===== config.mk =====
export PLATFORM = sky130hd
export DESIGN_NAME = dcr_issue_unit_flat
export DESIGN_NICKNAME = d
export VERILOG_FILES = /design/src/rtl/dcr_issue_unit_pkg.sv /design/src/rtl/dcr_issue_unit_if.sv /design/src/rtl/dcr_issue_unit_fifo.sv /design/src/rtl/dcr_issue_unit.sv /design/src/flat_wrapper.sv
export SDC_FILE = /design/constraint.sdc
export NUM_CORES = 1
export LEC_CHECK = 0
export BUFFER_PORTS_ARGS = -buffer_cell sky130_fd_sc_hd__buf_4
export CAP_MARGIN = 20
export CELL_PAD_IN_SITES_DETAIL_PLACEMENT = 1
export CELL_PAD_IN_SITES_GLOBAL_PLACEMENT = 1
export CORE_MARGIN = 2
export CORE_UTILIZATION = 45
export DETAILED_ROUTE_END_ITERATION = 16
export GPL_ROUTABILITY_DRIVEN = 0
export PLACE_DENSITY = 0.7
export SLEW_MARGIN = 20
export SYNTH_ARGS = -nofsm -noshare
export SYNTH_HDL_FRONTEND = slang
export SYNTH_SLANG_ARGS = --single-unit

===== constraint.sdc =====
create_clock -name clk -period 4.3 [get_ports clk]
set_clock_uncertainty 0.1 [all_clocks]
set_input_delay 0.43 -clock clk [delete_from_list [all_inputs] [get_ports clk]]
set_output_delay 0.43 -clock clk [all_outputs]
set_load 0.005 [all_outputs]

===== src/rtl/dcr_issue_unit_pkg.sv =====
// Shared types and constants for the DCR issue unit: request payload, FSM states,
// and the default legal base-state address window.
package dcr_issue_unit_pkg;

  localparam int DCR_ADDR_WIDTH = 12;
  localparam int DCR_DATA_WIDTH = 32;

  localparam logic [DCR_ADDR_WIDTH-1:0] DCR_BASE_STATE_BEGIN = 12'h001;
  localparam logic [DCR_ADDR_WIDTH-1:0] DCR_BASE_STATE_END   = 12'h009;

  typedef struct packed {
    logic [DCR_ADDR_WIDTH-1:0] addr;
    logic [DCR_DATA_WIDTH-1:0] data;
  } dcr_req_t;

  typedef enum logic [1:0] {
    ST_IDLE  = 2'd0,
    ST_ISSUE = 2'd1,
    ST_GAP   = 2'd2
  } dcr_issue_state_t;

  // Half-open window: lo inclusive, hi exclusive.
  function automatic logic addr_in_range(
    input logic [DCR_ADDR_WIDTH-1:0] addr,
    input logic [DCR_ADDR_WIDTH-1:0] lo,
    input logic [DCR_ADDR_WIDTH-1:0] hi
  );
    return (addr >= lo) && (addr < hi);
  endfunction

endpackage


===== src/rtl/dcr_issue_unit_if.sv =====
// DCR write bus seen by the clusters: single-cycle, non-backpressured write pulses.
interface VX_dcr_bus_if;
  import dcr_issue_unit_pkg::*;

  logic                      write_valid;
  logic [DCR_ADDR_WIDTH-1:0] write_addr;
  logic [DCR_DATA_WIDTH-1:0] write_data;

  modport master (output write_valid, output write_addr, output write_data);
  modport slave  (input  write_valid, input  write_addr, input  write_data);

endinterface


===== src/rtl/dcr_issue_unit_fifo.sv =====
// Power-of-two circular FIFO with an occupancy counter; head entry is visible
// combinationally on data_out. Callers never push when full or pop when empty.
module VX_fifo_queue #(
  parameter  int DATAW = 1,
  parameter  int DEPTH = 4,
  localparam int CNTW  = $clog2(DEPTH + 1)
) (
  input  logic             clk,
  input  logic             reset,
  input  logic             push,
  input  logic             pop,
  input  logic [DATAW-1:0] data_in,
  output logic [DATAW-1:0] data_out,
  output logic             empty,
  output logic             full,
  output logic [CNTW-1:0]  size
);

  localparam int PTRW = (DEPTH > 1) ? $clog2(DEPTH) : 1;

  logic [DATAW-1:0] mem [DEPTH];
  logic [PTRW-1:0]  rd_ptr;
  logic [PTRW-1:0]  wr_ptr;

  always_ff @(posedge clk or negedge reset) begin
    if (!reset) begin
      rd_ptr <= '0;
      wr_ptr <= '0;
      size   <= '0;
    end else begin
      if (push) wr_ptr <= wr_ptr + PTRW'(1);
      if (pop)  rd_ptr <= rd_ptr + PTRW'(1);
      if (push && !pop)      size <= size + CNTW'(1);
      else if (pop && !push) size <= size - CNTW'(1);
    end
  end

  // Storage needs no reset: entries are only read after being written.
  always_ff @(posedge clk) begin
    if (push) mem[wr_ptr] <= data_in;
  end

  assign data_out = mem[rd_ptr];
  assign empty    = (size == '0);
  assign full     = (size == CNTW'(DEPTH));

endmodule


===== src/rtl/dcr_issue_unit.sv =====
// Host-side DCR write master: buffers range-checked write requests and replays
// them on the DCR bus as single-cycle pulses with a minimum idle spacing.
//
// state    | meaning
// ST_IDLE  | nothing in flight; pop head as soon as the FIFO is non-empty
// ST_ISSUE | write_valid high for this cycle with the popped entry
// ST_GAP   | enforced idle spacing; gap_cnt counts down to 0
module dcr_issue_unit
  import dcr_issue_unit_pkg::*;
#(
  parameter  int                        DEPTH      = 4,
  parameter  int                        GAP        = 1,
  parameter  logic [DCR_ADDR_WIDTH-1:0] ADDR_BEGIN = DCR_BASE_STATE_BEGIN,
  parameter  logic [DCR_ADDR_WIDTH-1:0] ADDR_END   = DCR_BASE_STATE_END,
  localparam int                        CNTW       = $clog2(DEPTH + 1)
) (
  input  logic                      clk,
  input  logic                      reset,
  input  logic                      req_valid,
  input  logic [DCR_ADDR_WIDTH-1:0] req_addr,
  input  logic [DCR_DATA_WIDTH-1:0] req_data,
  output logic                      req_ready,
  VX_dcr_bus_if.master              dcr_bus_if,
  output logic [CNTW-1:0]           pending,
  output logic [7:0]                err_count,
  output logic                      busy
);

  localparam logic [3:0] GAP_LOAD = (GAP > 0) ? 4'(GAP - 1) : 4'd0;

  dcr_issue_state_t state, state_n;
  logic [3:0]       gap_cnt, gap_cnt_n;
  logic             fifo_empty, fifo_full;
  logic             accept, legal, push, pop;
  dcr_req_t         req_in, head;

  // fifo_full comes from the registered occupancy, so ready never follows req_valid.
  assign req_ready = !fifo_full;
  assign accept    = req_valid && req_ready;
  assign legal     = addr_in_range(req_addr, ADDR_BEGIN, ADDR_END);
  assign push      = accept && legal;
  assign req_in    = '{addr: req_addr, data: req_data};

  VX_fifo_queue #(
    .DATAW ($bits(dcr_req_t)),
    .DEPTH (DEPTH)
  ) fifo (
    .clk      (clk),
    .reset    (reset),
    .push     (push),
    .pop      (pop),
    .data_in  (req_in),
    .data_out (head),
    .empty    (fifo_empty),
    .full     (fifo_full),
    .size     (pending)
  );

  always_comb begin
    state_n   = state;
    gap_cnt_n = gap_cnt;
    pop       = 1'b0;
    case (state)
      ST_IDLE: begin
        if (!fifo_empty) begin
          pop     = 1'b1;
          state_n = ST_ISSUE;
        end
      end
      ST_ISSUE: begin
        if (GAP > 0) begin
          state_n   = ST_GAP;
          gap_cnt_n = GAP_LOAD;
        end else if (!fifo_empty) begin
          pop = 1'b1;
        end else begin
          state_n = ST_IDLE;
        end
      end
      ST_GAP: begin
        if (gap_cnt == 4'd0) begin
          if (!fifo_empty) begin
            pop     = 1'b1;
            state_n = ST_ISSUE;
          end else begin
            state_n = ST_IDLE;
          end
        end else begin
          gap_cnt_n = gap_cnt - 4'd1;
        end
      end
      default: state_n = ST_IDLE;
    endcase
  end

  always_ff @(posedge clk or negedge reset) begin
    if (!reset) begin
      state   <= ST_IDLE;
      gap_cnt <= 4'd0;
    end else begin
      state   <= state_n;
      gap_cnt <= gap_cnt_n;
    end
  end

  // A pop always lands in ST_ISSUE, so the pulse is simply the registered pop.
  always_ff @(posedge clk or negedge reset) begin
    if (!reset) begin
      dcr_bus_if.write_valid <= 1'b0;
      dcr_bus_if.write_addr  <= '0;
      dcr_bus_if.write_data  <= '0;
    end else begin
      dcr_bus_if.write_valid <= pop;
      if (pop) begin
        dcr_bus_if.write_addr <= head.addr;
        dcr_bus_if.write_data <= head.data;
      end
    end
  end

  always_ff @(posedge clk or negedge reset) begin
    if (!reset) begin
      err_count <= 8'd0;
    end else if (accept && !legal && (err_count != 8'hFF)) begin
      err_count <= err_count + 8'd1;
    end
  end

  assign busy = !fifo_empty || (state != ST_IDLE);

endmodule


===== src/flat_wrapper.sv =====
// flat-port wrapper written by rule: the top's interface ports become plain ports
module dcr_issue_unit_flat import dcr_issue_unit_pkg::*;
#(
  parameter  int                        DEPTH      = 4,
  parameter  int                        GAP        = 1,
  parameter  logic [DCR_ADDR_WIDTH-1:0] ADDR_BEGIN = DCR_BASE_STATE_BEGIN,
  parameter  logic [DCR_ADDR_WIDTH-1:0] ADDR_END   = DCR_BASE_STATE_END,
  localparam int                        CNTW       = $clog2(DEPTH + 1)
)
  (clk, reset, req_valid, req_addr, req_data, req_ready, pending, err_count, busy, dcr_bus_if_write_valid, dcr_bus_if_write_addr, dcr_bus_if_write_data);
  VX_dcr_bus_if dcr_bus_if_i ();
  input  logic clk;
  input  logic reset;
  input  logic req_valid;
  input  logic [DCR_ADDR_WIDTH-1:0] req_addr;
  input  logic [DCR_DATA_WIDTH-1:0] req_data;
  output logic req_ready;
  output logic [CNTW-1:0] pending;
  output logic [7:0] err_count;
  output logic busy;
  output wire logic [$bits(dcr_bus_if_i.write_valid)-1:0] dcr_bus_if_write_valid;
  output wire logic [$bits(dcr_bus_if_i.write_addr)-1:0] dcr_bus_if_write_addr;
  output wire logic [$bits(dcr_bus_if_i.write_data)-1:0] dcr_bus_if_write_data;
  assign dcr_bus_if_write_valid = dcr_bus_if_i.write_valid;
  assign dcr_bus_if_write_addr = dcr_bus_if_i.write_addr;
  assign dcr_bus_if_write_data = dcr_bus_if_i.write_data;
  dcr_issue_unit #(.DEPTH(DEPTH), .GAP(GAP), .ADDR_BEGIN(ADDR_BEGIN), .ADDR_END(ADDR_END)) u_core (.clk(clk), .reset(reset), .req_valid(req_valid), .req_addr(req_addr), .req_data(req_data), .req_ready(req_ready), .dcr_bus_if(dcr_bus_if_i), .pending(pending), .err_count(err_count), .busy(busy));
endmodule

======== Word-level counts from Yosys, hierarchy flattened ========
Memory sizes are Yosys's and may differ from the RTL's. A register that Yosys moved wholly into a read port is not among the register bits.
Cells that the tools add are included.
Widths: inputs -> output; s select.
storage, ports and cells
  bits in registers ....................... 22
  latch bits .............................. 0
  memory bits (writable) .................. 176
  ROM bits ................................ 0
  memories kept ........................... 1
operators by class
  $add $sub $neg .......................... 6
  multipliers ............................. 0
  div/mod/pow operators ................... 0
  magnitude comparators ................... 2
  equality and inequality tests ........... 7
  shifts and indexed selects .............. 0
  muxes and demuxes ....................... 13
  bitwise operators ....................... 0
  reductions and logical operators ........ 22
memory list
  memory           words  width  read ports  clocked after memory_dff  write ports  RTL line                   RTL
  u_core.fifo.mem  4      44     1           1                         1            dcr_issue_unit_fifo.sv:21  logic [DATAW-1:0] mem [DEPTH];
operators by type and width
  cell                 number
  $ge 12x1->1 const B  1
  $lt 12x4->1 const B  1
  $add 8x1->8 const B  1
  $ne 8x8->1 const B   1
  $pmux 4 s2           1
  $logic_and 1x1->1    7
  $logic_not 1->1      6
  $mux 3               2
  $pmux 2 s3           1
  $reduce_bool 2->1    3
  $mux 1               5
  $add 2x1->2 const B  2
  $logic_not 4->1      1
  $mux 2               2
  $mux 4               1
  $ne 2x2->1 const B   2
  $reduce_and 2->1     2
  $sub 4x1->4 const B  1
  $add 3x1->3 const B  1
  $eq 3x3->1 const B   1
  $logic_not 3->1      1
  $sub 3x1->3 const B  1
  $eq 2x1->1 const B   1
  $eq 2x2->1 const B   1
  4 further kinds      4

======== Logic depth before layout (Yosys ltp) ========
  depth after elaboration ................. 8
  depth in mapped cells ................... 12
  depth with buffers taken out ............ 11

======== By module ========
From an unflattened synthesis, not the netlist that was laid out.
second synthesis, totals
  cells, all modules ...................... 434
  area, all modules ....................... 9253.9 µm²
by module, submodules not included
  module          times used  cells an instance  area an instance (µm²)  seq. area each (µm²)
  VX_fifo_queue   1           264                6805.3                  5460.2
  dcr_issue_unit  1           170                2448.6                  1476.4

======== Least setup slack after synthesis ========
OpenSTA, ideal clock, no wires.
  kind .................................... in2reg
  start point ............................. input port req_addr[7]
  end point ............................... register u_core.fifo.size[2]
  library setup time ...................... 0.079 ns
  arrival ................................. 2.667 ns
  path slack .............................. 1.454 ns
  stages on the path ...................... 10
  cells stage by stage .................... or4_4 -> nor4_4 -> and3_1 -> buf_6 -> ha_1 -> inv_1 -> fa_1 -> xor2_1 -> nor2_1 -> xor2_1
between the ends
  longest elaborated chain between the ends .. 6
  elaborated cells between the ends (all ways) .. 9
  those cells by class .................... order compare (2); mux (1); reduce/logical (6)
RTL lines
  what                                        RTL line                   RTL
  start, declared                             flat_wrapper.sv:15         input logic [DCR_ADDR_WIDTH-1:0] req_addr;
  $ge 12x1->1 or $lt 12x4->1 (tied branches)  dcr_issue_unit_pkg.sv:28   return (addr >= lo) && (addr < hi);
  $logic_and 1x1->1 *                         dcr_issue_unit_pkg.sv:28
  $logic_and 1x1->1 *                         dcr_issue_unit.sv:41       assign push = accept && legal;
  net u_core.fifo.push                        dcr_issue_unit_fifo.sv:10  input logic push,
  $logic_not 1->1                             dcr_issue_unit_fifo.sv:34  else if (pop && !push) size <= size - CNTW'(1);
  $logic_and 1x1->1                           dcr_issue_unit_fifo.sv:34
  $reduce_bool 2->1 (no source line)          n/a
  end signal, assigned                        dcr_issue_unit_fifo.sv:33  if (push && !pop) size <= size + CNTW'(1);
  end signal, assigned                        dcr_issue_unit_fifo.sv:34
  end, declared                               dcr_issue_unit_fifo.sv:16  output logic [CNTW-1:0] size
Mark *: on every way through the listed nets, which the timed path passes. The rest lies on a longest branch.
A chain may end at the register's enable or synchronous reset.

======== Worst setup path in the final report ========
  start point ............................. input port req_addr[9]
  end point ............................... register u_core.fifo.size[2]
between the ends
  longest elaborated chain between the ends .. 6
  elaborated cells between the ends (all ways) .. 9
  those cells by class .................... order compare (2); mux (1); reduce/logical (6)
RTL lines
  what                                        RTL line
  $ge 12x1->1 or $lt 12x4->1 (tied branches)  dcr_issue_unit_pkg.sv:28
  $logic_and 1x1->1 *                         dcr_issue_unit_pkg.sv:28
  $logic_and 1x1->1 *                         dcr_issue_unit.sv:41
  $logic_not 1->1                             dcr_issue_unit_fifo.sv:34
  $logic_and 1x1->1                           dcr_issue_unit_fifo.sv:34
  $reduce_bool 2->1 (no source line)          n/a
Every way passes the cells marked *; elsewhere a longest branch is shown, timed or not.

==> reports/metrics.cfg <==
[global_route]
grt_use_met1 = 0.239
grt_pass1_vias = 5041
grt_max_degree = 67
grt-ovfl-total = 0
grt.busiest_layer = met2
grtUsageMet2 = 0.299
grt_pass1_wl_um = 29400
grt_usage = 0.177
met3_usage = 0.0338
antenna_found_initial = 0

[pwr]
total_power_mw = 7.05
power.density_mw_per_mm2 = 626
peakVddDrop_mv = 0.315
power.leakage_nw = 4.09

[sta]
grt_setup_unrepaired = false
setup_tns_ns = 0
finalHoldViolations = 0
fmaxAchievable_mhz = 300
fin_crit_ns = 3.33
slew_headroom = 0.368
setup_slack_ns = 0.971
setup_viol = 0
worst_slew_pin_slew_ns = 0.948
timing.final.max_slew_violations = 0
finalCritPeriodShare = 0.774

[yosys]
syn-instance-count = 432
postSynthAreaPerCell_um2 = 21.2
synth_edf_count = 176
synth_flop_cell = edfxtp_1
ys_async_sr_fraction = 0.273
synth_xor_area_frac = 0.0124
yosysWarnings = 0
yosys.area_share.adder = 0.0131
netlist_area_mm2 = 0.00916
ys_ff_latch = 242
synth_compound_area_frac = 0.0118
synth-simple-area-share = 0.0254
synth_top_family_by_area = multiplexers
synth.distinct_cells = 37
seq_area_frac_synth = 0.758
synthMuxAreaShare = 0.166
synth_fp_nets = 488

[drt]
wl_per_cell_um = 21.4
ant_nets = 0
dr.pass1.iters = 4
detail_route.iter0.violations = 243
wl_um = 18400
drc = 0
num_vias = 4526
viasPerCell = 5.28

[floorplanning]
num_rows = 52
core_mm2 = 0.0201
dieArea_mm2 = 0.0215
fp.dieH_um = 147
die_width_um = 147
start_util = 0.455
io-pin-count = 105

[critical_path]
crit_fanout = 8
reg2reg_slack_ns = 1.47
path_class = input port to register
worst_setup_path_end_kind = register
reg2reg_to = u_core.dcr_bus_if.write_data[2]
worstPathRequired_ns = 4.63
reg2regPathDepth = 6
r2r-start = u_core.gap_cnt[0]
worst_setup_path_start_kind = input port
arrival_ns = 3.66

[finish]
fin_nets = 625
postLayoutCoreUtil = 0.560
layout_commonest_cell = edfxtp_1
layout_common_cells = edfxtp_1 (176), buf_4 (105), dfrtp_1 (64), mux2_2 (46), mux4_2 (44)
seq_area_mm2 = 0.00694
n_fill_cell = 1767
drive_gt1_frac = 0.422
multi_input_area_mm2 = 0.00211
areaGrowthSynthToFinish_pct = 23.1
finalNonFillerCells = 858
antenna_cells = 0

[clocking]
clock_tree.root_cell = clkbuf_16
clockBufferDepth = 3
h-tree-depth = 1
clk_pin_slew_ns = 0.06
numCtsBuffers = 25
cts_tree = yes
cts.sinks = 242
postCtsSetupBuffers = 0
cts_resized = 0
ctsHoldBuffers = 17
insertion_delay_ns = 0.52

[placement]
dp_cells = 794
dp_slack_ns = 0.947
portBuffers = 104
dp_hpwl_um = 11000

[min_path]
min_from = req_addr[11]
min_to = u_core.fifo.mem[2][43]
whs_path_depth = 1
hold_path.class = input port to register

[outcome]
status = complete, no violations

[job]
maxCapViolCount = 0

## Yosys cell counts (all sizes together), types with 4 or more instances
cell type  count  share of area
xor2          10         0.0096
buf           11         0.0075
clkbuf         6         0.0025
ha             8          0.011
nor4           7         0.0064
inv            7         0.0029
mux4          44           0.11
nand2          5         0.0020
nor3           6         0.0033
edfxtp       176           0.58
dfrtp         66           0.18
and2           4         0.0033
a21oi          4         0.0022
mux2          47          0.058
## final cells by class
type,count,share of cell area
clock buffers,34,0.0612
flip-flops and latches,242,0.616
repair buffers,127,0.0931
well taps,270,0.0300
multi-input cells,165,0.187
clock inverters,12,0.00988
inverters,8,0.00267
## power breakdown
part | switching, mW | internal [mW] | leakage [nW]
registers | 0.452 | 2.81 | 2.37
clock network | 0.855 | 1.24 | 0.392
logic | 0.569 | 1.12 | 1.34
total | 1.88 | 5.17 | 4.09
## cells by family after synthesis
family,Yosys count
buffers and inverters,25
adder cells (fa/ha/maj),9
flip-flops,242
AND/OR/NAND/NOR,36
AO/OA/AOI/OAI,16
XOR/XNOR,13
multiplexers,91
## per-stage QoR
| step | hold slack [ns] | instance area [um^2] |
|---|---|---|
| after floorplan | 0.0344 | 9160 |
| after global placement | 0.390 | 10300 |
| after detailed placement | 0.397 | 10300 |
| after CTS | 0.000692 | 11300 |
| after global routing | 0.000103 | 11300 |
| final | 0.0191 | 11300 |
## worst max path at each step
stage	start	to	slack [ns]	depth (start not counted)
finish	req_addr[9]	u_core.fifo.size[2]	0.97	11
global route	req_addr[9]	u_core.fifo.size[2]	0.78	11
CTS	req_addr[9]	u_core.fifo.size[2]	0.99	11
detailed placement	req_addr[11]	u_core.fifo.size[2]	0.95	10
global placement	req_addr[11]	u_core.fifo.size[2]	1.06	10
floorplan	req_addr[7]	u_core.fifo.size[2]	1.45	10
## state kept, by name (all words and copies together) (netlist names)
register	count
u_core.fifo.mem	176
u_core.dcr_bus_if.write_data	32
u_core.dcr_bus_if.write_addr	12
u_core.err_count	8
u_core.gap_cnt	4
u_core.fifo.size	3
u_core.fifo.rd_ptr	2
u_core.fifo.wr_ptr	2
u_core.state	2
u_core.dcr_bus_if.write_valid	1
## critical path, cell delays in order
cell,delay (ns)
dlygate4sd3_1,0.55
buf_4,0.16
or4_4,0.52
nor4_4,0.50
and3_1,0.40
ha_1,0.24
inv_1,0.06
fa_1,0.38
xor2_1,0.15
nor2_1,0.11
xor2_1,0.15
## layer usage
metal / vias to the layer above / part of all wire
met5: - / 0
met4: 0 / 0.018
met3: 28 / 0.043
met2: 104 / 0.51
met1: 2398 / 0.43
li1: 1996 / -
Note: power is estimated with default switching activity, not from simulation.
